File: src/rtl/acc_pkg.sv
`default_nettype none
// ============================================================================
// Module      : acc_pkg
// Description : Shared accelerator definitions. Holds the default array
//               geometry, the skew feeder state encoding, and helpers for
//               sizing lane slices and counters.
// Revision    : 1.0 - initial release
// ============================================================================
package acc_pkg;

  localparam int DEF_ARR_SIZE = 4;
  localparam int DEF_DATA_W   = 32;

  // IDLE: empty tile, LOAD: partially filled, FULL: tile complete, FEED: streaming
  typedef enum logic [1:0] {
    ST_IDLE = 2'd0,
    ST_LOAD = 2'd1,
    ST_FULL = 2'd2,
    ST_FEED = 2'd3
  } feeder_state_t;

  // Total width of a bus carrying n lanes of w bits each
  function automatic int bus_w(input int n, input int w);
    return n * w;
  endfunction

  // Low bit of lane `lane` on a bus with w-bit lanes
  function automatic int lane_lsb(input int lane, input int w);
    return lane * w;
  endfunction

  // Bits needed to index n entries, never less than one
  function automatic int idx_w(input int n);
    return (n <= 1) ? 1 : $clog2(n);
  endfunction

  // Bits needed to hold the values 0..n inclusive
  function automatic int cnt_w(input int n);
    return (n <= 1) ? 1 : $clog2(n + 1);
  endfunction

endpackage
`default_nettype wire

File: src/rtl/skew_feeder_if.sv
`default_nettype none
// ============================================================================
// Module      : skew_feeder_if
// Description : Tile-load and array-feed bundle of the skew feeder. The
//               master side loads rows and requests feeds; the slave side
//               is the feeder itself.
// Revision    : 1.0 - initial release
// ============================================================================
interface skew_feeder_if
  import acc_pkg::*;
#(
  parameter int ARR_SIZE = DEF_ARR_SIZE,
  parameter int DATA_W   = DEF_DATA_W
);

  logic                         flush;
  logic                         load_valid;
  logic                         load_ready;
  logic [ARR_SIZE*DATA_W-1:0]   load_data;
  logic                         start;
  logic [ARR_SIZE*DATA_W-1:0]   array_data;
  logic [ARR_SIZE-1:0]          array_valid;
  logic                         busy;
  logic                         done;

  modport master (
    output flush,
    output load_valid,
    output load_data,
    output start,
    input  load_ready,
    input  array_data,
    input  array_valid,
    input  busy,
    input  done
  );

  modport slave (
    input  flush,
    input  load_valid,
    input  load_data,
    input  start,
    output load_ready,
    output array_data,
    output array_valid,
    output busy,
    output done
  );

endinterface
`default_nettype wire

File: src/rtl/skew_feeder.sv
`default_nettype none
// ============================================================================
// Module      : skew_feeder
// Description : Collects an N x N operand tile row by row, then streams it
//               into a systolic MAC array with a one-cycle skew per lane:
//               lane i carries tile[s-i][i] on feed step s. The skew is
//               derived from a single step counter, not per-lane delays.
// Revision    : 1.0 - initial release
// ============================================================================
module skew_feeder
  import acc_pkg::*;
#(
  parameter int ARR_SIZE = DEF_ARR_SIZE,
  parameter int DATA_W   = DEF_DATA_W
) (
  input  wire logic   clk,
  input  wire logic   rst,
  skew_feeder_if.slave bus
);

  localparam int c_IDX_W  = idx_w(ARR_SIZE);
  localparam int c_CNT_W  = cnt_w(ARR_SIZE);
  localparam int c_STEP_W = cnt_w(2 * ARR_SIZE);
  localparam int c_BUS_W  = bus_w(ARR_SIZE, DATA_W);

  localparam logic [c_CNT_W-1:0]  c_ROWS_FULL = c_CNT_W'(ARR_SIZE);
  // Steps 0..2N-2 emit operands; step 2N-1 is the wrap-up edge
  localparam logic [c_STEP_W-1:0] c_LAST_STEP = c_STEP_W'(2 * ARR_SIZE - 1);

  feeder_state_t         r_state;
  logic [c_CNT_W-1:0]    r_row_cnt;
  logic [c_STEP_W-1:0]   r_step;
  logic [DATA_W-1:0]     r_tile [ARR_SIZE][ARR_SIZE];  // [row][lane]
  logic [c_BUS_W-1:0]    r_array_data;
  logic [ARR_SIZE-1:0]   r_array_valid;
  logic                  r_done;

  logic                  w_load_ready;
  logic                  w_accept;
  logic [c_CNT_W-1:0]    w_row_cnt_inc;
  logic [ARR_SIZE-1:0]   w_step_valid;
  logic [c_BUS_W-1:0]    w_step_data;

  // Rows are taken only while the tile still has room; flush suppresses any write
  always_comb begin
    w_load_ready  = (r_state == ST_IDLE) || (r_state == ST_LOAD);
    w_accept      = w_load_ready && bus.load_valid && !bus.flush;
    w_row_cnt_inc = r_row_cnt + 1'b1;
  end

  // Operands for the current feed step: lane i reads row (step - i) while that row exists
  always_comb begin
    int row;
    row          = 0;
    w_step_valid = '0;
    w_step_data  = '0;
    for (int i = 0; i < ARR_SIZE; i++) begin
      row = int'(r_step) - i;
      if ((row >= 0) && (row < ARR_SIZE)) begin
        w_step_valid[i] = 1'b1;
        w_step_data[lane_lsb(i, DATA_W) +: DATA_W] = r_tile[row[c_IDX_W-1:0]][i];
      end
    end
  end

  // Tile storage is left unreset: only rows written for the current tile are ever read
  always_ff @(posedge clk) begin
    if (w_accept) begin
      for (int i = 0; i < ARR_SIZE; i++) begin
        r_tile[r_row_cnt[c_IDX_W-1:0]][i] <= bus.load_data[lane_lsb(i, DATA_W) +: DATA_W];
      end
    end
  end

  // Control FSM with registered array outputs and done pulse
  always_ff @(posedge clk or posedge rst) begin
    if (rst) begin
      r_state       <= ST_IDLE;
      r_row_cnt     <= '0;
      r_step        <= '0;
      r_array_valid <= '0;
      r_array_data  <= '0;
      r_done        <= 1'b0;
    end else begin
      r_done <= 1'b0;
      if (bus.flush) begin
        r_state       <= ST_IDLE;
        r_row_cnt     <= '0;
        r_step        <= '0;
        r_array_valid <= '0;
        r_array_data  <= '0;
      end else begin
        case (r_state)
          ST_IDLE, ST_LOAD: begin
            if (w_accept) begin
              r_row_cnt <= w_row_cnt_inc;
              r_state   <= (w_row_cnt_inc == c_ROWS_FULL) ? ST_FULL : ST_LOAD;
            end
          end
          ST_FULL: begin
            if (bus.start) begin
              r_state <= ST_FEED;
              r_step  <= '0;
            end
          end
          ST_FEED: begin
            if (r_step == c_LAST_STEP) begin
              r_state       <= ST_IDLE;
              r_row_cnt     <= '0;
              r_step        <= '0;
              r_array_valid <= '0;
              r_array_data  <= '0;
              r_done        <= 1'b1;
            end else begin
              r_array_valid <= w_step_valid;
              r_array_data  <= w_step_data;
              r_step        <= r_step + 1'b1;
            end
          end
          default: begin
            r_state <= ST_IDLE;
          end
        endcase
      end
    end
  end

  assign bus.load_ready  = w_load_ready;
  assign bus.busy        = (r_state != ST_IDLE);
  assign bus.array_valid = r_array_valid;
  assign bus.array_data  = r_array_data;
  assign bus.done        = r_done;

endmodule
`default_nettype wire
File: src/flat_wrapper.sv
// flat-port wrapper written by rule: the top's interface ports become plain ports
module skew_feeder_flat import acc_pkg::*;
#(
  parameter int ARR_SIZE = DEF_ARR_SIZE,
  parameter int DATA_W   = DEF_DATA_W
)
  (clk, rst, bus_flush, bus_load_valid, bus_load_data, bus_start, bus_load_ready, bus_array_data, bus_array_valid, bus_busy, bus_done);
  skew_feeder_if #(.ARR_SIZE(ARR_SIZE), .DATA_W(DATA_W)) bus_i ();
  input  wire logic clk;
  input  wire logic rst;
  input wire logic [$bits(bus_i.flush)-1:0] bus_flush;
  input wire logic [$bits(bus_i.load_valid)-1:0] bus_load_valid;
  input wire logic [$bits(bus_i.load_data)-1:0] bus_load_data;
  input wire logic [$bits(bus_i.start)-1:0] bus_start;
  output wire logic [$bits(bus_i.load_ready)-1:0] bus_load_ready;
  output wire logic [$bits(bus_i.array_data)-1:0] bus_array_data;
  output wire logic [$bits(bus_i.array_valid)-1:0] bus_array_valid;
  output wire logic [$bits(bus_i.busy)-1:0] bus_busy;
  output wire logic [$bits(bus_i.done)-1:0] bus_done;
  assign bus_i.flush = bus_flush;
  assign bus_i.load_valid = bus_load_valid;
  assign bus_i.load_data = bus_load_data;
  assign bus_i.start = bus_start;
  assign bus_load_ready = bus_i.load_ready;
  assign bus_array_data = bus_i.array_data;
  assign bus_array_valid = bus_i.array_valid;
  assign bus_busy = bus_i.busy;
  assign bus_done = bus_i.done;
  skew_feeder #(.ARR_SIZE(ARR_SIZE), .DATA_W(DATA_W)) u_core (.clk(clk), .rst(rst), .bus(bus_i));
endmodule
File: config.mk
export PLATFORM = sky130hd
export DESIGN_NAME = skew_feeder_flat
export DESIGN_NICKNAME = d
export VERILOG_FILES = /design/src/rtl/acc_pkg.sv /design/src/rtl/skew_feeder_if.sv /design/src/rtl/skew_feeder.sv /design/src/flat_wrapper.sv
export SDC_FILE = /design/constraint.sdc
export NUM_CORES = 1
export LEC_CHECK = 0
export ABC_AREA = 1
export CAP_MARGIN = 20
export CORE_AREA = 5 5 262 264
export DETAILED_ROUTE_END_ITERATION = 7
export DIE_AREA = 0 0 267 269
export GPL_TIMING_DRIVEN = 0
export SLEW_MARGIN = 40
export SYNTH_ARGS = -nofsm -noshare
export SYNTH_HDL_FRONTEND = slang
export SYNTH_SLANG_ARGS = --single-unit
File: constraint.sdc
create_clock -name clk -period 6.3 [get_ports clk]
set_input_delay 0.945 -clock clk [delete_from_list [all_inputs] [get_ports clk]]
set_output_delay 0.945 -clock clk [all_outputs]
set_load 0.01 [all_outputs]
==> results of run 1 <==
area by class of cell:
| cell class | instances | area [um2] |
|---|---|---|
| antenna | 6 | 15.01 |
| buffer | 121 | 601.8 |
| clock buffer | 104 | 2013 |
| clock inverter | 22 | 203.9 |
| fill | 5825 | 32600 |
| inverter | 409 | 1548 |
| multi-input combinational | 1343 | 5704 |
| sequential | 654 | 18930 |
| tap | 873 | 1092 |
| timing repair buffer | 309 | 3616 |
sequential cells by signal, summed over array words and instances (netlist names):
register                count
u_core.r_tile             512
u_core.bus.array_data     128
u_core.bus.array_valid      4
u_core.r_step               4
u_core.r_row_cnt            3
u_core.r_state              2
u_core.bus.done             1
logic make-up after synthesis:
family                   share of synthesized area (%)
AO/OA/AOI/OAI                                   0.1497
XOR/XNOR                                       0.06552
adder cells (fa/ha/maj)                         0.5147
buffers and inverters                            8.001
flip-flops                                       70.78
AND/OR/NAND/NOR                                  20.49
worst max path at each step:
stage                     slack, ns  cells past startpoint                                     end
final                          2.83                     12  u_core.bus.array_data[125]$_DFFE_PP0P_
after global routing           2.62                     12  u_core.bus.array_data[127]$_DFFE_PP0P_
after CTS                      2.75                     12  u_core.bus.array_data[127]$_DFFE_PP0P_
after detailed placement       2.75                      8         u_core.r_tile[1][122]$_DFFE_PP_
after global placement        -6.91                      4          u_core.r_tile[3][75]$_DFFE_PP_
after floorplan               -0.87                      3           u_core.r_tile[0][0]$_DFFE_PP_
worst max-delay path, stage by stage, from the launching register on:
cell and delay (ns):
dfrtp_1 0.38, buf_2 0.20, inv_2 0.27, buf_2 0.34, buf_2 0.35, ha_1 0.31
inv_1 0.08, buf_2 0.32, clkbuf_1 0.63, nand3_1 0.17, nand2_1 0.11, nand3_1 0.11
nand2_1 0.10
cell usage in the layout, fill, tap and decap left out, types with 11 or more instances in the layout:
| master | n |
|---|---|
| buf_8 | 17 |
| ha_1 | 11 |
| nand2_1 | 911 |
| buf_1 | 15 |
| clkbuf_16 | 73 |
| nand3_1 | 390 |
| buf_2 | 72 |
| clkbuf_1 | 46 |
| edfxtp_1 | 512 |
| dfrtp_1 | 142 |
| clkdlybuf4s50_1 | 267 |
| buf_16 | 25 |
| clkinv_1 | 11 |
| inv_1 | 403 |
layer usage:
| metal | up-vias | share of wire, % | track usage (%) |
|---|---|---|---|
| met4 | 6 | 2.1 | 5.966 |
| li1 | 8855 | - | - |
| met2 | 481 | 50 | 34.61 |
| met5 | - | 0.064 | 0 |
| met3 | 107 | 6.0 | 3.896 |
| met1 | 9162 | 42 | 26.04 |
Yosys cell counts, drive strengths merged:
cell | number | area (um2)
clkbuf | 23 | 86.33
xnor2 | 1 | 8.760
nor2 | 18 | 82.58
inv | 409 | 1540
ha | 11 | 137.6
xor2 | 1 | 8.760
nand4 | 4 | 25.02
a31oi | 1 | 6.260
edfxtp | 512 | 15370
dfrtp | 142 | 3553
nand3 | 390 | 1952
o22ai | 3 | 18.77
buf | 98 | 513.0
a21oi | 1 | 5.000
o21ai | 2 | 10.01
nand2 | 911 | 3420
power by group:
group	internal [W]	switching, W
registers	0.00489	0.0000492
logic	0.000295	0.000494
clock network	0.00237	0.00164
metrics by stage:
step / TNS (ns) / util, % / power, W / hold slack, ns / instance area [um2]
floorplan: -447.80 / - / 0.005416 / 0.4495 / 26740
global placement: -3608.59 / 46.00 / 0.005771 / 0.4634 / 30510
detailed placement: 0 / 47.48 / 0.005822 / 0.4647 / 31490
CTS: 0 / 50.82 / 0.009840 / 0.4810 / 33710
global route: 0 / 50.84 / 0.01009 / 0.4896 / 33720
finish: 0 / 50.84 / 0.009736 / 0.4774 / 33720
==> summary.md, run 1 <==
| Metric | Value |
|---|---|
| Status | `finished, final reports clean` |
| First-pass GRT wire length | `~110000 um` |
| Final period utilization | `55.15%` |
| Hold depth | `2` |
| Vias per inst | `a little under 5` |
| Global placement routability congestion | `between 0.7 and 0.8` |
| Power Density | `between 200 and 300 mW/mm2` |
| DR iter-0 viols | `1313` |
| Hold Path End | `u_core.bus.array_data[47]$_DFFE_PP0P_` |
| CP arrival | `3.99 ns` |
| Post-route setup slack | `2.825 ns` |
| Worst Hold Class | `flop to flop` |
| Total Wirelength | `about 74000 um` |
| Pre-CTS WS | `2.747 ns` |
| Net Count, Synth | `approximately 2700` |
| Chip height | `around 270 um` |
| Clock sinks | `654` |
| Initial core utilization | `about two fifths` |
| Core ar. | `around 0.066 mm2` |
| Fmax | `287.8 MHz` |
| CP Capture Type | `flop` |
| Max H-tree Level | `3` |
| RSZ-0062 raised after global routing | `false` |
| Worst Path Required | `~6.8 ns` |
| Post-CTS Resized | `0` |
| Worst Reg-to-Reg Cells | `12` |
| Crit path max fanout | `10` |
| Ys Warns | `0` |
| Post-CTS Setup Bufs | `0` |
| Via count | `about 19000` |
| Cts bufs inserted | `70` |
| Clock skew | `about 0.019 ns` |
| CP Class | `flop to flop` |
| Cells after Synth | `2527` |
| HPWL after DPL | `49930 um` |
| Max-Cap Viols | `0` |
| Vias in the first global route | `between 15000 and 20000` |
| CTS clk-pin slew, worst paths | `about 0.060 ns` |
| Yosys reg bits | `approximately 650` |
| Setup slack, reg-to-reg | `2.83 ns` |
| Boundary pin count | `268` |
| GRT Overall Usage | `20.08%` |
| VDD IR max | `roughly 0.16 mV` |
| CTS tree | `done` |
| Wire per inst | `19.16 um` |
| Pre-antenna DRT Iters | `5` |
| Placed Instances | `3709` |
| Non-filler instance count after layout | `3841` |
| # rows | `95` |
| CTS Hold Buffers Added | `0` |
| Die Wd | `267 um` |
| Post-layout min period | `3.475 ns` |
| Cell area after synthesis | `between 0.02 and 0.03 mm2` |
| Pin count of the biggest net entering global routing | `66` |
| Worst R2R End | `u_core.bus.array_data[125]$_DFFE_PP0P_` |
| Total die area | `0.07182 mm2` |
| Headroom to the max-slew limit | `around half` |
| Sequential share of the synthesized area | `a little over two thirds` |
| HP Start | `u_core.bus.array_data[47]$_DFFE_PP0P_` |
| Worst R2R Start | `u_core.r_step[0]$_DFFE_PP0P_` |
| Fraction of layout cells with a size suffix above 1 | `7.799%` |
| Maximum root-to-sink buffer count | `3` |
| Avg Inst Size Synth | `between 10 and 15 um2` |
| Synth unique cells | `23` |
| I/O Buffers | `267` |
| Startpoint types | `flop` |
| Clk_lat worst skew | `0.59 ns` |
| Initial antenna violation count | `12` |
| Leakage | `14.94 nW` |
| Root Buffer | `clkbuf_16` |
| Drt drc | `0` |
| Final Hold Vio Count | `0` |
| Area delta synth->final | `26.10%` |
| Final nets | `3052` |
| Critical Path Start | `u_core.r_step[0]$_DFFE_PP0P_` |
| Slew Viols, Final | `0` |
| Global route overflow | `0` |
| Worst-Margin Slew | `0.7747 ns` |
| Final setup fails | `0` |
| Post-DRT Antenna Nets | `0` |
No activity file was read; power rests on OpenSTA's default activity.
==> inputs of run 2 (changes only) <==
- clock period: 6.3 -> 3.6 ns (I/O delays scaled with it)
==> run 2 against run 1 <==
  * Clock skew about the same
  * Largest power group unchanged
  * Sequential share of layout area fell by 0.30 points
  * Combinational power is 75% higher
  * Critical path depth unchanged
  * Critical path type unchanged
  * Flip-flop and latch count is the same
  * First-iteration DRC count grew 8.2%
==> summary.md, run 2 (synthesized netlist as in run 1, its figures left out) <==
| Metric | Value |
|---|---|
| DR iter-0 viols | `approximately 1400` |
| Chip height | `269 um` |
| Pin count of the biggest net entering global routing | `27` |
| RSZ-0062 raised after global routing | `false` |
| Max reg flops | `512` |
| I/O Buffers | `267` |
| Critical Path Start | `u_core.r_step[0]$_DFFE_PP0P_` |
| Startpoint types | `flop` |
| Drt drc | `0` |
| Reg area | `around 0.019 mm2` |
| Root Buffer | `clkbuf_16` |
| Commonest non-fill, non-tap cell in the layout | `nand2_1` |
| Post-route setup slack | `0.2237 ns` |
| Total Wirelength | `72030 um` |
| Setup slack, reg-to-reg | `0.22 ns` |
| Placed Instances | `3713` |
| Post-layout min period | `between 3 and 4 ns` |
| Status | `finished, final reports clean` |
| Total die area | `0.07182 mm2` |
| Via count | `18551` |
| Final Hold Vio Count | `0` |
| Post-CTS Setup Bufs | `0` |
| Final setup fails | `0` |
| Leakage | `15.04 nW` |
| Total power | `0.01728 W` |
| Area delta synth->final | `26.78%` |
| # rows | `95` |
| Top Family by Delay on Critical Path | `buffers and inverters` |
| Fmax | `296.2 MHz` |
| Worst-Margin Slew | `between 0.8 and 0.9 ns` |
| Clock sinks | `approximately 650` |
| Headroom to the max-slew limit | `between 40% and 50%` |
| CTS clk-pin slew, worst paths | `about 0.060 ns` |
| Worst Path Required | `4.11 ns` |
| Setup tns final | `0 ns` |
| Post-DRT Antenna Nets | `0` |
| Fraction of layout cells with a size suffix above 1 | `8.356%` |
| Initial core utilization | `around 40%` |
| Worst path max stage delay | `0.65 ns` |
| Vias per inst | `4.825` |
| Worst Hold Class | `input port to asynchronous set/reset pin` |
| Crit path max fanout | `10` |
| Fill cells | `5731` |
| CP Capture Type | `flop` |
| Die Wd | `267 um` |
| Clock skew | `0.01884 ns` |
| Final period utilization | `between 90% and 100%` |
| Clk_lat worst skew | `about 0.59 ns` |
| Core ar. | `0.06633 mm2` |
| CTS tree | `done` |
| Boundary pin count | `~270` |
| Non-filler instance count after layout | `about 3800` |
| Final core utilization | `51.12%` |
| Max-Cap Viols | `0` |
| Post-CTS Resized | `0` |
| Multi-input gate area | `approximately 0.0057 mm2` |
| Power Density | `509.6 mW/mm2` |
| Pre-CTS WS | `-0.1480 ns` |
| Global placement routability congestion | `0.7794` |
| Most used cell, CP | `buf_2` |
| CTS Hold Buffers Added | `0` |
| HPWL after DPL | `49640 um` |
| VDD IR max | `0.2825 mV` |
| Worst R2R Start | `u_core.r_step[0]$_DFFE_PP0P_` |
| Worst path buffer plus inverter count | `7` |
| CP arrival | `~3.9 ns` |
| Cts bufs inserted | `70` |
| CP Cell Sequence | `buf_2 > inv_2 > buf_2 > buf_2 > ha_1 > inv_1 > buf_2 > buf_1 > nand3_1 > nand2_1 > nand3_1 > nand2_1` |
| Slew Viols, Final | `0` |
| CP max-delay cell | `buf_1` |
| Maximum root-to-sink buffer count | `3` |
| Max H-tree Level | `3` |
| First-pass GRT wire length | `108800 um` |
| Pre-antenna DRT Iters | `5` |
| Worst Reg-to-Reg Cells | `12` |
| Initial antenna violation count | `7` |
| Final nets | `3055` |
| Commonest non-fill, non-tap cells in the layout | `911 x nand2_1, 512 x edfxtp_1, 403 x inv_1` |
| Global route overflow | `0` |
| CP Class | `flop to flop` |
| Worst R2R End | `u_core.bus.array_data[125]$_DFFE_PP0P_` |
| Vias in the first global route | `18380` |
| GRT Overall Usage | `between 15 and 20%` |
| Wire per inst | `18.73 um` |
==> run 2: cell types whose count changed in the layout (fill, tap and decap cells not counted), sizes merged <==
cell / delta
diode: -2
clkbuf: +3
clkinvlp: +2
buf: +4
bufinv: +1
clkinv: -4
==> run 2: routing by layer <==
| metal | track usage [%] | share of wire, % |
|---|---|---|
| met5 | 0 | 0.075 |
| met3 | 3.367 | 5.7 |
| met4 | 6.008 | 2.4 |
| met1 | 26.06 | 42 |
| met2 | 33.60 | 50 |
==> run 2: report_power, final <==
group	leakage, nW	total, W	internal, W	switching [W]
registers	6.63	0.00863	0.00855	0.0000826
clock network	1.15	0.00727	0.00439	0.00288
logic	7.26	0.00138	0.000517	0.000861
total	15.0	0.0173	0.0135	0.00382
==> run 2: how the worst max path moves through the flow <==
stage / end / cells past startpoint
2_1_floorplan: u_core.r_tile[0][0]$_DFFE_PP_ / 3
3_3_place_gp: u_core.r_tile[0][76]$_DFFE_PP_ / 4
3_5_place_dp: u_core.bus.array_data[33]$_DFFE_PP0P_ / 11
4_1_cts: u_core.bus.array_data[33]$_DFFE_PP0P_ / 12
5_1_grt: u_core.bus.array_data[126]$_DFFE_PP0P_ / 12
6_report: u_core.bus.array_data[125]$_DFFE_PP0P_ / 12
==> run 2: through the flow <==
stage | hold slack [ns] | area, um2
2_1_floorplan | 0.4495 | 26760
3_3_place_gp | 0.4655 | 30520
3_5_place_dp | 0.4645 | 31540
4_1_cts | 0.2406 | 33890
5_1_grt | 0.2863 | 33900
6_report | 0.2678 | 33900
==> run 2: area by class of cell <==
cell class | instances | area share (%)
repair buffers | 313 | 10.83
multi-input cells | 1343 | 16.82
clock buffers | 108 | 6.189
diodes | 4 | 0.02952
well taps | 873 | 3.222
flip-flops and latches | 654 | 55.83
clock inverters | 21 | 0.7602
plain buffers | 120 | 1.764
inverters | 409 | 4.554
